**config.mk**
```make
export PLATFORM = sky130hd
export DESIGN_NAME = branch_issue_scheduler
export DESIGN_NICKNAME = d
export VERILOG_FILES = /design/src/rtl/branch_issue_scheduler.sv
export SDC_FILE = /design/constraint.sdc
export NUM_CORES = 1
export LEC_CHECK = 0
export ABC_AREA = 1
export CAP_MARGIN = 10
export CORE_MARGIN = 3
export CORE_UTILIZATION = 35
export CTS_CLUSTER_SIZE = 12
export DETAILED_ROUTE_END_ITERATION = 8
export PLACE_DENSITY = 0.54
export SLEW_MARGIN = 20
export SYNTH_ARGS = -nofsm -noshare
export SYNTH_HDL_FRONTEND = slang
export SYNTH_SLANG_ARGS = --single-unit
```
**constraint.sdc**
```tcl
create_clock -name clk -period 12.2 [get_ports clk]
set_input_delay 2.44 -clock clk [delete_from_list [all_inputs] [get_ports clk]]
set_output_delay 2.44 -clock clk [all_outputs]
set_load 0.1 [all_outputs]
```
**src/rtl/branch_issue_scheduler.sv**
```systemverilog
// branch_issue_scheduler
//   Reservation station for the single branch unit. Holds up to DEPTH
//   dispatched BRANCH/JALR ops, tracks source readiness from CDB wakeups,
//   and each cycle moves the oldest ready op (age relative to rob_head)
//   into a registered issue stage feeding branch_unit. flush empties it.
//
// Build option:
//   BRANCH_SCHED_WAKEUP_BYPASS_EN - when defined, a same-cycle wakeup
//   counts toward eligibility combinationally (wakeup-to-issue_en = 1 cycle);
//   otherwise eligibility uses registered ready bits only (2 cycles).
//
// Ports:
//   clk, rst_n                 clock, asynchronous active-low reset
//   alloc_valid / alloc_ready  dispatch handshake (ready = occupancy < DEPTH)
//   alloc_*                    op payload, sources and their ready flags
//   wakeup_valid, wakeup_prd   CDB broadcast
//   rob_head                   oldest ROB tag, reference for age
//   unit_ready                 branch_unit accepts the issue register
//   issue_en, issue_*          registered issue valid and payload
//   flush                      mispredict flush, clears all state
//   occupancy                  number of valid entries
module branch_issue_scheduler #(
  parameter int DEPTH         = 4,
  parameter int PHYS_REG_BITS = 7,
  parameter int ROB_BITS      = 4
) (
  input  logic                       clk,
  input  logic                       rst_n,
  input  logic                       alloc_valid,
  output logic                       alloc_ready,
  input  logic [31:0]                alloc_pc,
  input  logic [31:0]                alloc_imm,
  input  logic [1:0]                 alloc_alu_op,
  input  logic                       alloc_reg_write,
  input  logic [PHYS_REG_BITS-1:0]   alloc_prd,
  input  logic [ROB_BITS-1:0]        alloc_rob_tag,
  input  logic [PHYS_REG_BITS-1:0]   alloc_prs1,
  input  logic [PHYS_REG_BITS-1:0]   alloc_prs2,
  input  logic                       alloc_rs1_rdy,
  input  logic                       alloc_rs2_rdy,
  input  logic                       wakeup_valid,
  input  logic [PHYS_REG_BITS-1:0]   wakeup_prd,
  input  logic [ROB_BITS-1:0]        rob_head,
  input  logic                       unit_ready,
  output logic                       issue_en,
  output logic [31:0]                issue_pc,
  output logic [31:0]                issue_imm,
  output logic [1:0]                 issue_alu_op,
  output logic                       issue_reg_write,
  output logic [PHYS_REG_BITS-1:0]   issue_prd,
  output logic [ROB_BITS-1:0]        issue_rob_tag,
  output logic [PHYS_REG_BITS-1:0]   issue_prs1,
  output logic [PHYS_REG_BITS-1:0]   issue_prs2,
  input  logic                       flush,
  output logic [$clog2(DEPTH):0]     occupancy
);

  localparam int OCC_W = $clog2(DEPTH) + 1;
  localparam int IDX_W = (DEPTH > 1) ? $clog2(DEPTH) : 1;

  typedef struct packed {
    logic                     valid;
    logic                     rdy1;
    logic                     rdy2;
    logic [31:0]              pc;
    logic [31:0]              imm;
    logic [1:0]               alu_op;
    logic                     reg_write;
    logic [PHYS_REG_BITS-1:0] prd;
    logic [ROB_BITS-1:0]      rob_tag;
    logic [PHYS_REG_BITS-1:0] prs1;
    logic [PHYS_REG_BITS-1:0] prs2;
  } entry_t;

  entry_t              ent [DEPTH];
  entry_t              new_ent;
  logic                wake_hit;
  logic                alloc_fire;
  logic                alloc_found;
  logic [IDX_W-1:0]    alloc_idx;
  logic [DEPTH-1:0]    elig;
  logic                sel_found;
  logic [IDX_W-1:0]    sel_idx;
  logic [ROB_BITS-1:0] best_age;
  logic [ROB_BITS-1:0] age;
  logic                sel_fire;

  // Register 0 is hardwired ready, so a broadcast of it never changes state.
  assign wake_hit    = wakeup_valid && (wakeup_prd != '0);
  assign alloc_ready = (occupancy < OCC_W'(DEPTH));
  assign alloc_fire  = alloc_valid && alloc_ready && !flush;

  // Lowest-index free entry.
  always_comb begin
    alloc_found = 1'b0;
    alloc_idx   = '0;
    for (int unsigned i = 0; i < DEPTH; i++) begin
      if (!ent[i].valid && !alloc_found) begin
        alloc_found = 1'b1;
        alloc_idx   = IDX_W'(i);
      end
    end
  end

  always_comb begin
    new_ent           = '0;
    new_ent.valid     = 1'b1;
    new_ent.rdy1      = alloc_rs1_rdy || (alloc_prs1 == '0) ||
                        (wake_hit && (wakeup_prd == alloc_prs1));
    new_ent.rdy2      = alloc_rs2_rdy || (alloc_prs2 == '0) ||
                        (wake_hit && (wakeup_prd == alloc_prs2));
    new_ent.pc        = alloc_pc;
    new_ent.imm       = alloc_imm;
    new_ent.alu_op    = alloc_alu_op;
    new_ent.reg_write = alloc_reg_write;
    new_ent.prd       = alloc_prd;
    new_ent.rob_tag   = alloc_rob_tag;
    new_ent.prs1      = alloc_prs1;
    new_ent.prs2      = alloc_prs2;
  end

  always_comb begin
    elig = '0;
    for (int unsigned i = 0; i < DEPTH; i++) begin
`ifdef BRANCH_SCHED_WAKEUP_BYPASS_EN
      elig[i] = ent[i].valid &&
                (ent[i].rdy1 || (wake_hit && (ent[i].prs1 == wakeup_prd))) &&
                (ent[i].rdy2 || (wake_hit && (ent[i].prs2 == wakeup_prd)));
`else
      elig[i] = ent[i].valid && ent[i].rdy1 && ent[i].rdy2;
`endif
    end
  end

  // Oldest eligible entry: minimum (rob_tag - rob_head) modulo 2^ROB_BITS.
  always_comb begin
    sel_found = 1'b0;
    sel_idx   = '0;
    best_age  = '0;
    age       = '0;
    for (int unsigned i = 0; i < DEPTH; i++) begin
      age = ent[i].rob_tag - rob_head;
      if (elig[i] && (!sel_found || (age < best_age))) begin
        sel_found = 1'b1;
        sel_idx   = IDX_W'(i);
        best_age  = age;
      end
    end
  end

  assign sel_fire = sel_found && (!issue_en || unit_ready) && !flush;

  always_ff @(posedge clk or negedge rst_n) begin
    if (!rst_n) begin
      for (int unsigned i = 0; i < DEPTH; i++) ent[i] <= '0;
    end else if (flush) begin
      for (int unsigned i = 0; i < DEPTH; i++) ent[i].valid <= 1'b0;
    end else begin
      for (int unsigned i = 0; i < DEPTH; i++) begin
        if (ent[i].valid && wake_hit) begin
          if (ent[i].prs1 == wakeup_prd) ent[i].rdy1 <= 1'b1;
          if (ent[i].prs2 == wakeup_prd) ent[i].rdy2 <= 1'b1;
        end
        // Allocation targets a free slot and selection a valid one,
        // so the two never collide on the same index.
        if (sel_fire && (sel_idx == IDX_W'(i)))     ent[i].valid <= 1'b0;
        if (alloc_fire && (alloc_idx == IDX_W'(i))) ent[i] <= new_ent;
      end
    end
  end

  always_ff @(posedge clk or negedge rst_n) begin
    if (!rst_n) begin
      issue_en        <= 1'b0;
      issue_pc        <= '0;
      issue_imm       <= '0;
      issue_alu_op    <= '0;
      issue_reg_write <= 1'b0;
      issue_prd       <= '0;
      issue_rob_tag   <= '0;
      issue_prs1      <= '0;
      issue_prs2      <= '0;
    end else if (flush) begin
      issue_en <= 1'b0;
    end else if (sel_fire) begin
      issue_en        <= 1'b1;
      issue_pc        <= ent[sel_idx].pc;
      issue_imm       <= ent[sel_idx].imm;
      issue_alu_op    <= ent[sel_idx].alu_op;
      issue_reg_write <= ent[sel_idx].reg_write;
      issue_prd       <= ent[sel_idx].prd;
      issue_rob_tag   <= ent[sel_idx].rob_tag;
      issue_prs1      <= ent[sel_idx].prs1;
      issue_prs2      <= ent[sel_idx].prs2;
    end else if (unit_ready) begin
      issue_en <= 1'b0;
    end
  end

  always_ff @(posedge clk or negedge rst_n) begin
    if (!rst_n) begin
      occupancy <= '0;
    end else if (flush) begin
      occupancy <= '0;
    end else if (alloc_fire && !sel_fire) begin
      occupancy <= occupancy + 1'b1;
    end else if (!alloc_fire && sel_fire) begin
      occupancy <= occupancy - 1'b1;
    end
  end

endmodule

```
==> results of run 1 <==
==> cell families (layout without fill, tap and decap cells) <==
| group | Yosys count | in the layout | synth area share |
|---|---|---|---|
| compound gates | 470 | 470 | 0.107 |
| xor+xnor | 82 | 82 | 0.0321 |
| fa+ha+maj | 26 | 26 | 0.0162 |
| buf+inv | 458 | 601 | 0.0847 |
| flops | 476 | 476 | 0.532 |
| other cells | 0 | 1 | 0 |
| simple gates | 1204 | 1204 | 0.228 |
==> area by class of cell <==
type	instances	area (sq um)
fill	6267	36700
sequential	476	11900
multi-input combinational	1782	8620
timing repair buffer	224	2220
clock buffer	81	1570
inverter	287	1090
tap	846	1060
clock inverter	9	55.1
antenna	1	2.50
==> metal layers <==
metal  wire [um]  part of all wire
met3        3460             0.054
met2       30100              0.47
met4        1270             0.020
met1       29500              0.46
met5          11           0.00017
==> layout by cell type, fill, tap and decap left out, types with 3 or more instances in the layout <==
master and count:
or4_1 5, xor2_1 42, clkinv_2 7, xnor2_1 40, nand4_1 16, a41oi_1 5, dfrtp_1 476, ha_1 21
nor4_1 5, o21ai_1 19, inv_1 283, or2_2 9, clkbuf_1 14, inv_6 3, clkbuf_16 53, nor2_1 297
buf_4 16, o22ai_1 10, nand2_4 4, nand2_2 5, clkdlybuf4s50_1 206, nor2_4 3, o21ai_0 423, nand3_1 327
nand2_1 523, clkbuf_8 14, fa_1 5, nor3_1 7, a21oi_1 10
==> worst paths after layout <==
| kind | from | end | slack, ns | cells after the start |
|---|---|---|---|---|
| hold reg to reg | ent[77] | ent[77] | 0.48 | 2 |
| min in group asynchronous | rst_n | ent[368] | 1.87 | 1 |
| hold / removal | ent[77] | ent[77] | 0.48 | 2 |
| setup / recovery | rob_head[1] | issue_imm[20] | 2.95 | 34 |
| setup reg to reg | ent[299] | issue_imm[20] | 5.04 | 33 |
| max in group asynchronous | rst_n | ent[130] | 8.74 | 2 |
==> worst max-delay path, delay by kind of cell <==
kind	cells	cell delay [ns]
adders and majority gates	4	1.26
buffers and inverters	4	1.38
AOI/OAI and AO/OA	6	1.16
and+or+nand+nor	20	3.35
==> where the power goes <==
group	internal (mW)	switching, mW	leakage (nW)
Combinational	0.725	1.97	5.57
Sequential	2.15	0.338	6.06
Clock	0.877	0.639	0.803
==> registers in the layout (all words and copies together) (netlist names) <==
signal / flops
ent: 380
issue_alu_op: 2
issue_en: 1
issue_imm: 32
issue_pc: 32
issue_prd: 7
issue_prs1: 7
issue_prs2: 7
issue_reg_write: 1
issue_rob_tag: 4
occupancy: 3
==> qor.csv, run 1 <==
stage;metric;value;unit
synth;synth_edf_count;0;
route;wl_per_cell;17.4;um
synth;yosys.cell_types.count;32;
global_route;busiest_layer;met2;
synth;synth_top_area_share;0.532;
timing;slew_viol_final;0;
critical_path;slowest_delay;0.71;ns
critical_path;start_kind;primary input;
critical_path;worst-path-max-fanout;120;
timing;fin_hold_ws;0.483;ns
pwr;power;6.70;mW
synth;yosysMostFrequentCell;nand2_1;
floorplanning;ios;208;
critical_path;crit_path_end_kind;register;
route;drtIter0Drc;1442;
synth;synth_commonest_cells;nand2_1, dfrtp_1, o21ai_0;
global_route;grt_max_degree;167;
timing;finalClockSkew;0.0191;ns
clock_tree;numCtsBuffers;53;
synth;yosys.area.top_type;dfrtp_1;
synth;yosys-top-cells-area;dfrtp_1, o21ai_0, nand2_1;
floorplanning;core;63200;sq um
timing;period_needed;9.25;ns
timing;worst_slack;2.95;ns
synth;ys_seq_elements;476;
clock_tree;ctsResizeCount;0;
pwr;peakVddDrop;164;uV
critical_path;critPathRequiredTime;12.68;ns
global_route;grt_pass1_wl;103000;um
timing;relSlewSlack;0.250;
pwr;leakagePower;12.4;nW
clock_tree;clk_pin_slew_worst_paths;0.06;ns
critical_path;crit_path_frequent_cell;nand2_1;
global_route;grt_pass1_vias;18200;
clock_tree;clk_latency;0.61;ns
place;dpl.hpwl;38800;um
clock_tree;cts_tree;built;
place;dpl_cell_area;24900;sq um
timing;worstMarginPinSlew;1.12;ns
global_route;use_met1;0.263;
hold_path;hold_path_class;reg2reg;
global_route;antenna_found_initial;2;
place;gp_congestion;0.824;
finish;drive_above_1_share;0.0427;
finish;fin_area;26500;sq um
global_route;met2_usage;0.316;
route;avgViaCountPerCell;4.93;
floorplanning;die_h;259;um
synth;synth_warnings;0;
synth;syn-num-nets;2853;
synth;ys_seq_area_frac;0.532;
clock_tree;htreeDepth;2;
timing;setup_tns;0;ns
clock_tree;clock-sinks;476;
clock_tree;cts_setup_buffers;0;
timing;fin_crit_sh;0.758;
synth;synth_flop_cell;dfrtp_1;
finish;utilization;0.420;
timing;setup_viol;0;
synth;synth.cell_area;22400;sq um
critical_path;cpMaxStageDelayCell;nand3_4;
pwr;powerDensity;253;nW/um^2
clock_tree;ctsHoldBuffers;0;
finish;final-instance-count-excl-fill;3706;
place;io_buffer_count;207;
global_route;grtUsageTotal;0.192;
floorplanning;rows;92;
global_route;use_met3;0.0353;
route;num_vias;18300;
floorplanning;dieArea;67000;sq um
synth;ys_async_sr_fraction;1.00;
global_route;gr-total-overflow;0;
route;dr.pass1.iters;6;
timing;rsz0062_at_grt;false;
place;place_ws;2.28;ns
finish;nets;2961;
clock_tree;cts_buffer_depth;3;
finish;syn_to_final_growth;18.6;%
timing;max_freq;0.108;GHz
route;wl;64400;um
route;postRouteAntennaNets;0;
critical_path;crit_type;in2reg;
run;maxCapViolCount;0;
floorplanning;start_util;0.354;
place;dpl.cell_count;3615;
floorplanning;die_x;259;um
clock_tree;clock-root-buffer;clkbuf_16;
run_status;status;finished, final reports clean;
synth;syn_avg_cell_area;8.24;sq um
critical_path;arrival;9.73;ns
route;drc;0;
timing;finalHoldViolCount;0;
synth;synthCells;2716;
(Power assumes the default switching activity.)
==> inputs of run 2 (changes only) <==
==> constraint.sdc (replaced) <==
create_clock -name clk -period 8.9 [get_ports clk]
set_input_delay 1.78 -clock clk [delete_from_list [all_inputs] [get_ports clk]]
set_output_delay 1.78 -clock clk [all_outputs]
set_load 0.1 [all_outputs]
==> run 2 against run 1 <==
Against the previous run: clock-buffer cell count up 1; critical path depth down 1; flip-flop and latch count unchanged; non-clock buffer count up 4; largest cell class unchanged; wire length up 0.88%; hold slack worse by 0.0026 ns; clock skew down 0.0073 ns; register-to-register slack worse by 2.0 ns; global-route usage up 0.25 points; design area up 0.76%; combinational power up 38%; total power up 38%.
==> qor.csv, run 2 (synthesis results as in run 1) <==
stage;metric;value;unit;change
run_status;status;finished, final reports clean;;unchanged
critical_path;reg2regPathDepth;33;;unchanged
pwr;power;9.27;mW;was 6.70 mW
route;wl_per_cell;17.5;um;was 17.4 um
global_route;grt_pass1_vias;18500;;was 18200
place;dpl.cell_count;3619;;was 3615
place;dpl.hpwl;38900;um;was 38800 um
hold_path;hold_depth;2;;unchanged
timing;period_needed;7.33;ns;
finish;fin_area;26700;sq um;was 26500 sq um
global_route;gr-total-overflow;0;;unchanged
global_route;grtUsageTotal;0.195;;was 0.192
critical_path;worst-path-max-fanout;78;;was 120
clock_tree;cts_buffer_depth;3;;unchanged
finish;drive_above_1_share;0.0478;;was 0.0427
critical_path;crit_path_end_kind;register;;unchanged
place;gp_congestion;0.828;;was 0.824
clock_tree;numCtsBuffers;54;;was 53
timing;finalClockSkew;0.0118;ns;was 0.0191 ns
timing;fin_crit_sh;0.823;;
place;io_buffer_count;207;;unchanged
hold_path;min-delay-start;ent[131];;was ent[77]
route;dr.pass1.iters;5;;was 6
critical_path;critPathRequiredTime;9.42;ns;was 12.68 ns
critical_path;worst-path-buf-inv;4;;unchanged
clock_tree;cts_setup_buffers;0;;unchanged
critical_path;crit_family;simple AND/OR/NAND/NOR gates;;unchanged
critical_path;cpMaxStageDelayCell;nand3_4;;unchanged
hold_path;hold_path_class;reg2reg;;unchanged
run;maxCapViolCount;0;;unchanged
finish;top_register;ent;;unchanged
clock_tree;ctsResizeCount;0;;unchanged
critical_path;slowest_delay;0.46;ns;was 0.71 ns
hold_path;hold_end;ent[131];;was ent[77]
pwr;leakagePower;12.5;nW;was 12.4 nW
floorplanning;rows;92;;unchanged
critical_path;crit_type;in2reg;;unchanged
pwr;powerDensity;347;nW/um^2;was 253 nW/um^2
critical_path;rr_endpoint;issue_imm[13];;was issue_imm[20]
route;avgViaCountPerCell;4.96;;was 4.93
place;dpl_cell_area;25000;sq um;was 24900 sq um
floorplanning;dieArea;67000;sq um;unchanged
critical_path;reg2reg_from;ent[299];;unchanged
finish;nets;2966;;was 2961
clock_tree;ctsHoldBuffers;0;;unchanged
critical_path;crit_start;rob_head[1];;unchanged
timing;finalHoldViolCount;0;;unchanged
clock_tree;cts_tree;built;;unchanged
finish;final_cell_mix;nand2_1, dfrtp_1, o21ai_0;;unchanged
global_route;grt_max_degree;161;;was 167
floorplanning;ios;208;;unchanged
timing;relSlewSlack;0.265;;was 0.250
critical_path;crit_path_frequent_cell;nand2_1;;unchanged
global_route;grt_pass1_wl;104000;um;was 103000 um
pwr;peakVddDrop;266;uV;was 164 uV
clock_tree;clock-root-buffer;clkbuf_16;;unchanged
floorplanning;start_util;0.354;;unchanged
clock_tree;htreeDepth;2;;unchanged
route;postRouteAntennaNets;0;;unchanged
clock_tree;clk_pin_slew_worst_paths;0.06;ns;about the same
critical_path;arrival;7.84;ns;was 9.73 ns
finish;layout_commonest_cell;nand2_1;;unchanged
finish;final-instance-count-excl-fill;3716;;was 3706
timing;setup_tns;0;ns;unchanged
timing;rsz0062_at_grt;false;;unchanged
finish;largest_register_ffs;380;;unchanged
route;drc;0;;unchanged
clock_tree;clock-sinks;476;;unchanged
timing;setup_viol;0;;unchanged
timing;worstMarginPinSlew;1.10;ns;was 1.12 ns
global_route;antenna_found_initial;2;;unchanged
clock_tree;clk_latency;0.60;ns;was 0.61 ns
timing;max_freq;0.137;GHz;
critical_path;reg2reg_slack;3.02;ns;was 5.04 ns
route;num_vias;18400;;was 18300
floorplanning;die_x;259;um;unchanged
finish;largestRegisters;ent x380, issue_imm x32, issue_pc x32;;unchanged
timing;slew_viol_final;0;;unchanged
finish;syn_to_final_growth;19.5;%;was 18.6%
finish;utilization;0.423;;was 0.420
route;wl;65000;um;was 64400 um
floorplanning;die_h;259;um;unchanged
floorplanning;core;63200;sq um;unchanged
critical_path;start_kind;primary input;;unchanged
route;drtIter0Drc;1336;;was 1442
run 2: cell types whose count changed in the layout (fill, tap and decap cells not counted), sizes merged:
cell           before  now
clkinvlp            1    0
diode               1    3
clkbuf             81   82
clkinv              8   13
clkdlybuf4s50     206  204
inv               287  286
buf                18   24
run 2: power by group:
part | internal [mW] | leakage (nW) | switching [mW]
Combinational | 0.996 | 5.61 | 2.71
Clock | 1.27 | 0.865 | 0.895
Sequential | 2.95 | 6.06 | 0.457
Total | 5.21 | 12.5 | 4.06
run 2: worst max path at each step:
stage / to / slack [ns] / cells after the start
floorplan: issue_pc[30] / 2.70 / 37
detailed placement: issue_rob_tag[3] / 0.88 / 33
CTS: issue_alu_op[1] / 1.53 / 33
global placement: issue_prd[6] / 0.94 / 30
global route: issue_imm[11] / 0.79 / 33
finish: issue_imm[13] / 1.57 / 33
run 2: cell type report:
type | instances | area [sq um]
diodes | 3 | 7.51
flip-flops and latches | 476 | 11900
repair buffers | 228 | 2310
clock inverters | 12 | 81.3
fillers | 6234 | 36500
well taps | 846 | 1060
multi-input cells | 1782 | 8620
clock buffers | 82 | 1650
inverters | 287 | 1090
run 2: per-stage QoR:
step / hold WS, ns / worst slack [ns]
3_5_place_dp: 0.474 / 0.884
5_1_grt: 0.500 / 0.795
2_1_floorplan: 0.453 / 2.70
6_report: 0.480 / 1.57
3_3_place_gp: 0.466 / 0.944
4_1_cts: 0.488 / 1.53
run 2: worst register-to-register path, delay by kind of cell (launching register included):
family          cells  cell delay [ns]
xor+xnor            1             0.17
buf+inv             5             0.60
simple gates       18             2.46
flops               1             0.35
compound gates      4             0.78
fa+ha+maj           5             1.46
run 2: per-layer routing:
metal / track usage / up-vias / part of all wire
met5: 0 / - / 0
met4: 0.0512 / 0 / 0.021
met3: 0.0338 / 90 / 0.054
met2: 0.319 / 460 / 0.47
met1: 0.268 / 8963 / 0.46
li1: - / 8913 / -
